### src/rtl/psum_acc_arb.sv
// psum_acc_arb: round-robin arbiter with atomic-burst lock that feeds the single
// psum accumulator write port through a one-entry output register.
module psum_acc_arb #(
  parameter int N_REQ  = 4,
  parameter int ADDR_W = 32,
  parameter int DATA_W = 64,
  localparam int ID_W  = $clog2(N_REQ)
) (
  input  logic                    clk,
  input  logic                    rst,
  input  logic [N_REQ*ADDR_W-1:0] req_addr,
  input  logic [N_REQ*DATA_W-1:0] req_data,
  input  logic [N_REQ-1:0]        req_last,
  input  logic [N_REQ-1:0]        req_vld,
  output logic [N_REQ-1:0]        req_rdy,
  output logic [ADDR_W-1:0]       psum_addr,
  output logic [DATA_W-1:0]       psum_data,
  output logic [ID_W-1:0]         psum_id,
  output logic                    psum_vld,
  input  logic                    psum_rdy
);

  typedef enum logic {
    ST_OPEN = 1'b0,
    ST_LOCK = 1'b1
  } lock_state_t;

  lock_state_t       state_q;
  lock_state_t       state_d;
  logic              locked;
  logic [ID_W-1:0]   lock_id_q;
  logic [ID_W-1:0]   ptr_q;

  logic [ID_W-1:0]   scan_idx;
  logic [ID_W-1:0]   win_id;
  logic              win_vld;
  logic              load_en;
  logic              accept;

  logic              vld_p1;
  logic [ADDR_W-1:0] addr_p1;
  logic [DATA_W-1:0] data_p1;
  logic [ID_W-1:0]   id_p1;

  // Scan downward in offset so the requester closest to ptr is written last and wins.
  always_comb begin
    win_id   = '0;
    win_vld  = 1'b0;
    scan_idx = '0;
    if (locked) begin
      win_id  = lock_id_q;
      win_vld = req_vld[lock_id_q];
    end else begin
      for (int k = N_REQ - 1; k >= 0; k--) begin
        scan_idx = ptr_q + ID_W'(k);
        if (req_vld[scan_idx]) begin
          win_id  = scan_idx;
          win_vld = 1'b1;
        end
      end
    end
  end

  assign load_en = ~vld_p1 | psum_rdy;
  // Gated by rst so no requester sees a handshake while the block is held in reset.
  assign accept  = load_en & win_vld & ~rst;

  always_comb begin
    req_rdy         = '0;
    req_rdy[win_id] = accept;
  end

  // Lock FSM: state register
  always_ff @(posedge clk or posedge rst) begin
    if (rst) begin
      state_q   <= ST_OPEN;
      ptr_q     <= '0;
      lock_id_q <= '0;
    end else begin
      state_q <= state_d;
      if (accept) begin
        ptr_q <= win_id + ID_W'(1);
        if (!req_last[win_id]) lock_id_q <= win_id;
      end
    end
  end

  // Lock FSM: next state
  always_comb begin
    state_d = state_q;
    if (accept) state_d = req_last[win_id] ? ST_OPEN : ST_LOCK;
  end

  // Lock FSM: outputs
  always_comb begin
    locked = (state_q == ST_LOCK);
  end

  // Stage p1: output holding register
  always_ff @(posedge clk or posedge rst) begin
    if (rst) begin
      vld_p1  <= 1'b0;
      addr_p1 <= '0;
      data_p1 <= '0;
      id_p1   <= '0;
    end else if (accept) begin
      vld_p1  <= 1'b1;
      addr_p1 <= req_addr[int'(win_id)*ADDR_W +: ADDR_W];
      data_p1 <= req_data[int'(win_id)*DATA_W +: DATA_W];
      id_p1   <= win_id;
    end else if (psum_rdy) begin
      vld_p1  <= 1'b0;
    end
  end

  assign psum_vld  = vld_p1;
  assign psum_addr = addr_p1;
  assign psum_data = data_p1;
  assign psum_id   = id_p1;

endmodule

### config.mk
export PLATFORM = sky130hd
export DESIGN_NAME = psum_acc_arb
export DESIGN_NICKNAME = d
export VERILOG_FILES = /design/src/rtl/psum_acc_arb.sv
export SDC_FILE = /design/constraint.sdc
export NUM_CORES = 1
export LEC_CHECK = 0
export BUFFER_PORTS_ARGS = -buffer_cell sky130_fd_sc_hd__buf_4
export CELL_PAD_IN_SITES_DETAIL_PLACEMENT = 0
export CELL_PAD_IN_SITES_GLOBAL_PLACEMENT = 1
export CORE_AREA = 2 2 193 195
export CTS_BUF_LIST = sky130_fd_sc_hd__clkbuf_4 sky130_fd_sc_hd__clkbuf_8
export DETAILED_ROUTE_END_ITERATION = 12
export DIE_AREA = 0 0 195 197
export PLACE_DENSITY = 0.53
export SETUP_SLACK_MARGIN = 0.05
export SYNTH_ARGS = -nofsm -noshare
export SYNTH_HDL_FRONTEND = slang
export SYNTH_SLANG_ARGS = --single-unit
### constraint.sdc
create_clock -name clk -period 4 [get_ports clk]
set_input_delay 0.2 -clock clk [delete_from_list [all_inputs] [get_ports clk]]
set_output_delay 0.2 -clock clk [all_outputs]
set_load 0.005 [all_outputs]
## After elaboration in Yosys (flattened, before gate mapping)

Index checks and enable logic that the tools add are counted.

- Mux-type cells: 27
- Magnitude comparators: 7
- Div/mod/pow operators: 0
- Shift-type cells: 2
- Bitwise operators: 7
- Equality and inequality tests: 0
- Reductions and logical operators: 3
- $mul: 0
- Add/sub/neg operators: 4

Operators with widths:

| kind | number |
|---|---|
| 256-bit by 9-bit variable part select with 64-bit output | 1 |
| 128-bit by 8-bit variable part select with 32-bit output | 1 |
| 2-bit by 3-bit less-than comparator with 1-bit output (second input constant) | 6 |
| 1-bit 2-to-1 mux | 15 |
| 1-bit binary-select mux with 2-bit select | 6 |
| 2-bit 2-to-1 mux | 5 |
| 2-bit by 1-bit adder with 2-bit output (second input constant) | 2 |
| 2-bit adder (second input constant) | 2 |
| 4-bit AND | 1 |
| 1-bit NOT | 3 |
| 1-bit AND | 2 |
| 1-bit demux with 2-bit select | 1 |
| 2-bit by 1-bit >= comparator with 1-bit output (second input constant) | 1 |
| 2-bit AND reduction | 1 |
| 2-bit nonzero test | 1 |
| 1-bit logical AND | 1 |
| 1-bit OR | 1 |

- Input port bits: 395
- Bits in writable memories: 0
- Bits in read-only memories: 0
- Bits in registers: 104
- Memories kept: 0
- Latch bits: 0
- Logic and storage cells: 57

## Depth between registers and ports, before layout

- Depth after elaboration: 13
- Depth in mapped cells: 10

## Worst setup path before layout

No wires, ideal clock.

- Path type: input to register
- Start point: in rst
- End point: reg lock_id_q[1]
- Data required time: 3.875 ns
- Path buffers: 0
- Stages on the path: 6
- Path slack: 0.242 ns
- Arrival: 3.632 ns
- Cell sequence: inv_1 -> o211a_1 -> o21ai_2 -> or2_2 -> a2bb2oi_2 -> mux2_4

- Longest elaborated chain between the ends: 3

Ends and longest elaborated chain:

| item | line | text |
|---|---|---|
| from (decl) | 10 | `input logic rst,` |
| 1-bit NOT | 66 | `assign accept = load_en & win_vld & ~rst;` |
| 1-bit AND | 66 |  |
| 2-bit AND reduction (no line) | n/a |  |
| to (signal assigned) | 83 | `if (!req_last[win_id]) lock_id_q <= win_id;` |
| to (decl) | 31 | `logic [ID_W-1:0] lock_id_q;` |

Every way passes these cells.
A chain may end at the register's enable or synchronous reset.

## Worst setup path in the final report

- Start point: reg ptr_q[1]
- End point: out req_rdy[0]

- Longest elaborated chain between the ends: 13

Ends and longest elaborated chain:

| item | line | text |
|---|---|---|
| from (decl) | 32 | `logic [ID_W-1:0] ptr_q;` |
| from (signal assigned) | 82 | `ptr_q <= win_id + ID_W'(1);` |
| 2-bit adder | 55 | `scan_idx = ptr_q + ID_W'(k);` |
| 1-bit binary-select mux with 2-bit select | 56 | `if (req_vld[scan_idx]) begin` |
| 1-bit 2-to-1 mux (not written as such) | 56 |  |
| 2-bit 2-to-1 mux (4 in series) | 56 |  |
| 2-bit 2-to-1 mux | 50 | `if (locked) begin` |
| 2-bit by 3-bit less-than comparator with 1-bit output (not written as such) / 2-bit by 1-bit >= comparator with 1-bit output (equally long branches) | 70 | `req_rdy[win_id] = accept;` |
| 1-bit logical AND (not written as such) | 70 |  |
| 1-bit 2-to-1 mux (not written as such) | 70 |  |
| 1-bit demux with 2-bit select | 70 |  |
| 4-bit AND (no line) (*) | n/a |  |
| to (decl) | 15 | `output logic [N_REQ-1:0] req_rdy,` |

Mark *: on every way between the ends. The rest lies on a longest branch, timed or not. The select of a mux whose other input is x is not followed.

==> results.yml <==
layout:
  area_delta_synth_final_pct: 63.4
  final_area_mm2: 0.0110
  fill_cells: 3882
  fin_cells: 1549
  layout-drive-gt1-share_pct: 50.8
  nNetsFinal: 1475
  diodes: 0
critical_path:
  cpPeakStageDelay_ns: 0.53
  rr_worst_depth: 7
  cp_max_fo: 89
  slowest_stage: "dfrtp_1"
  crit_arrival_ns: 2.86
  critPathKind: "reg -> out"
  cp-start-kind: "register"
  worst_setup_path_end_kind: "primary output"
  crit_buf_inv: 3
  cp.required_ns: 3.80
  cp_cell_sequence: "and3b_1 > o41ai_2 > buf_12 > inv_1 > ha_1 > and2_1 > buf_4"
  crit_cells: 7
  path_delay_family: "buffers and inverters"
yosys:
  synth_fp_nets: 1010
  synth_top_area_share_pct: 38.8
  syn_area_per_cell_um2: 11.0
  synthCells: 611
  synth_area_leaders: "dfrtp_1 39%, mux2i_1 29%, o221ai_1 11%, nand2_1 6.0%, buf_6 3.7%"
  syn_area_mm2: 0.00671
  synth_seq_cells: 104
  ys_seq_area_share_pct: 38.8
  synth_warnings: 0
  synth_largest_area_cell: "dfrtp_1"
  synth_cell_types: 38
placed_design:
  port_buffers: 497
  place.detailed.hpwl_um: 23200
  placed_cells: 1533
  gp_congestion: 0.749
  place_area_mm2: 0.0108
global_route:
  grt_max_degree: 90
  gr-total-overflow: 0
  antenna_found_initial: 1
  gr-usage-all-layers_pct: 15.0
  grt_pass1_wl_um: 44000
  grt_pass1_vias: 7180
sta:
  finClkSkew_ns: 0.0246
  fin_tns_setup_ns: 0
  finalCritPeriodShare_pct: 76.4
  fmax_ghz: 0.327
  setup_violations: 0
  fin_crit_ns: 3.06
  rsz0062_at_grt: "false"
  slew_violations: 0
  hold_viol_final: 0
  relSlewSlack_pct: 39.8
  worst_slew_pin_slew_ns: 0.903
clock_network:
  worstSkewPairLatency_ns: 0.39
  cts_buffers: 9
  htree_levels: 3
  holdBufCountCts: 0
  postCtsSetupBuffers: 0
  cts_root_buffer: "clkbuf_8"
  cts_tree: "built"
  cts.clk_slew.worst_paths_ns: 0.13
  cts_max_path_buffers: 2
  cts_resized: 0
  cts.sinks: 104
floorplanning:
  rows: 70
  die_w_um: 195
  die_h_um: 197
  io_pins: 498
  initial_core_util_pct: 18.5
  core_area_mm2: 0.0363
  die_area_mm2: 0.0384
power_and_ir_drop:
  p_leak_uw: 0.00572
  power.density_mw_per_mm2: 648
  ir_drop_mv: 0.370
detailed_routing:
  wl_per_cell_um: 19.4
  antenna_left: 0
  firstDrtPassIters: 4
  drc_errors: 0
  vias: 6871
  wl_um: 30100
  drt_iter0_drc: 252
  via_per_inst: 4.44
job:
  drv_cap: 0
run_status:
  outcome: "finished, final reports clean"
hold_path:
  min_path_type: "in -> async"
registers in the layout, summed over array words and instances (netlist names):
name / cells
psum_vld: 1
lock_id_q: 2
ptr_q: 2
psum_id: 2
psum_addr: 32
psum_data: 64
locked: 1
worst reg2reg max path: stages (launching register included):
cell and delay (ns):
dfrtp_1 0.59, nand2_1 0.09, a221o_1 0.31, o22ai_2 0.34, inv_1 0.20, nand2_4 0.48
buf_4 0.40, o221ai_1 0.15
through the flow:
step / util [%] / setup slack [ns] / hold slack (ns) / total power [µW]
2_1_floorplan: - / 0.242 / 0.409 / 4830
3_3_place_gp: 29.7 / 1.27 / 0.464 / 6520
3_5_place_dp: 29.7 / 1.27 / 0.468 / 6520
4_1_cts: 30.2 / 0.803 / 0.0773 / 7260
5_1_grt: 30.2 / 0.680 / 0.0918 / 7670
6_report: 30.2 / 0.942 / 0.0590 / 7100
cells in the mapped netlist (all sizes together):
cell / number
clkbuf: 5
nand2: 109
and2: 4
o211a: 1
a22oi: 1
nor2: 3
inv: 6
o221ai: 96
o41ai: 1
nor3: 1
and3b: 1
a2111oi: 1
buf: 52
dfrtp: 104
nand3: 1
ha: 4
o21a: 1
a31oi: 1
mux4: 1
mux2: 2
o21ai: 5
nand2b: 3
a221o: 1
mux2i: 197
o22ai: 1
nor4b: 1
a211oi: 2
a2bb2oi: 1
or2: 1
nor2b: 2
a21oi: 2
cell usage in the layout (no fill, tap or decap), types with 2 or more instances in the layout:
cell type	count
nand2_4	2
o221ai_1	87
buf_4	507
a21oi_1	2
nand2b_1	3
inv_6	2
mux2_4	2
buf_12	4
mux2i_1	197
o221ai_2	9
o21ai_0	4
and2_1	4
clkbuf_8	10
clkinv_4	2
dfrtp_1	104
ha_1	4
nor2b_1	2
nand2_1	107
nor2_1	3
a211oi_1	2
inv_1	4
cells by family (layout without fill, tap and decap cells):
| group | after synthesis | in the layout | share of synthesized area (%) |
|---|---|---|---|
| AND/OR/NAND/NOR | 126 | 126 | 7.76 |
| flip-flops | 104 | 104 | 38.8 |
| adder cells (fa/ha/maj) | 4 | 4 | 0.746 |
| multiplexers | 200 | 200 | 30.2 |
| AO/OA/AOI/OAI | 114 | 114 | 15.7 |
| buffers and inverters | 63 | 533 | 6.74 |
path summary, 6_finish.rpt:
path	start	endpoint	slack, ns
worst min register to register	psum_id[1]	psum_id[1]	0.49
worst max-delay path	ptr_q[1]	req_rdy[0]	0.94
worst min-delay path	rst	psum_id[0]	0.06
worst max register to register	ptr_q[1]	psum_data[13]	1.28
min in group clk	req_addr[78]	psum_addr[14]	0.10
max in group asynchronous	rst	psum_addr[20]	2.69
where the power goes:
part / leakage [µW] / switching [µW] / internal [µW] / total (µW)
registers: 0.00128 / 335 / 1570 / 1910
clock network: 0.0000977 / 439 / 258 / 697
logic: 0.00434 / 2230 / 2260 / 4500
total: 0.00572 / 3000 / 4090 / 7100
final cells by class:
cell class	instances	area (µm²)	share of cell area, %
Timing Repair Buffer	511	3890	35.5
Clock inverter	5	40.0	0.365
Clock buffer	11	145	1.32
Multi-Input combinational cell	444	3670	33.5
Sequential cell	104	2600	23.8
Tap cell	468	586	5.34
Inverter	6	25.0	0.228
layer usage:
layer  vias to the layer above  global-route usage [%]  routed length (µm)
li1                       3253                       -                   -
met1                      3266                    16.6               11300
met2                       329                    27.9               15700
met3                        21                    4.79                2600
met4                         2                    3.39                 464
met5                         -                       0                  13
Note: power is estimated with default switching activity, not from simulation.
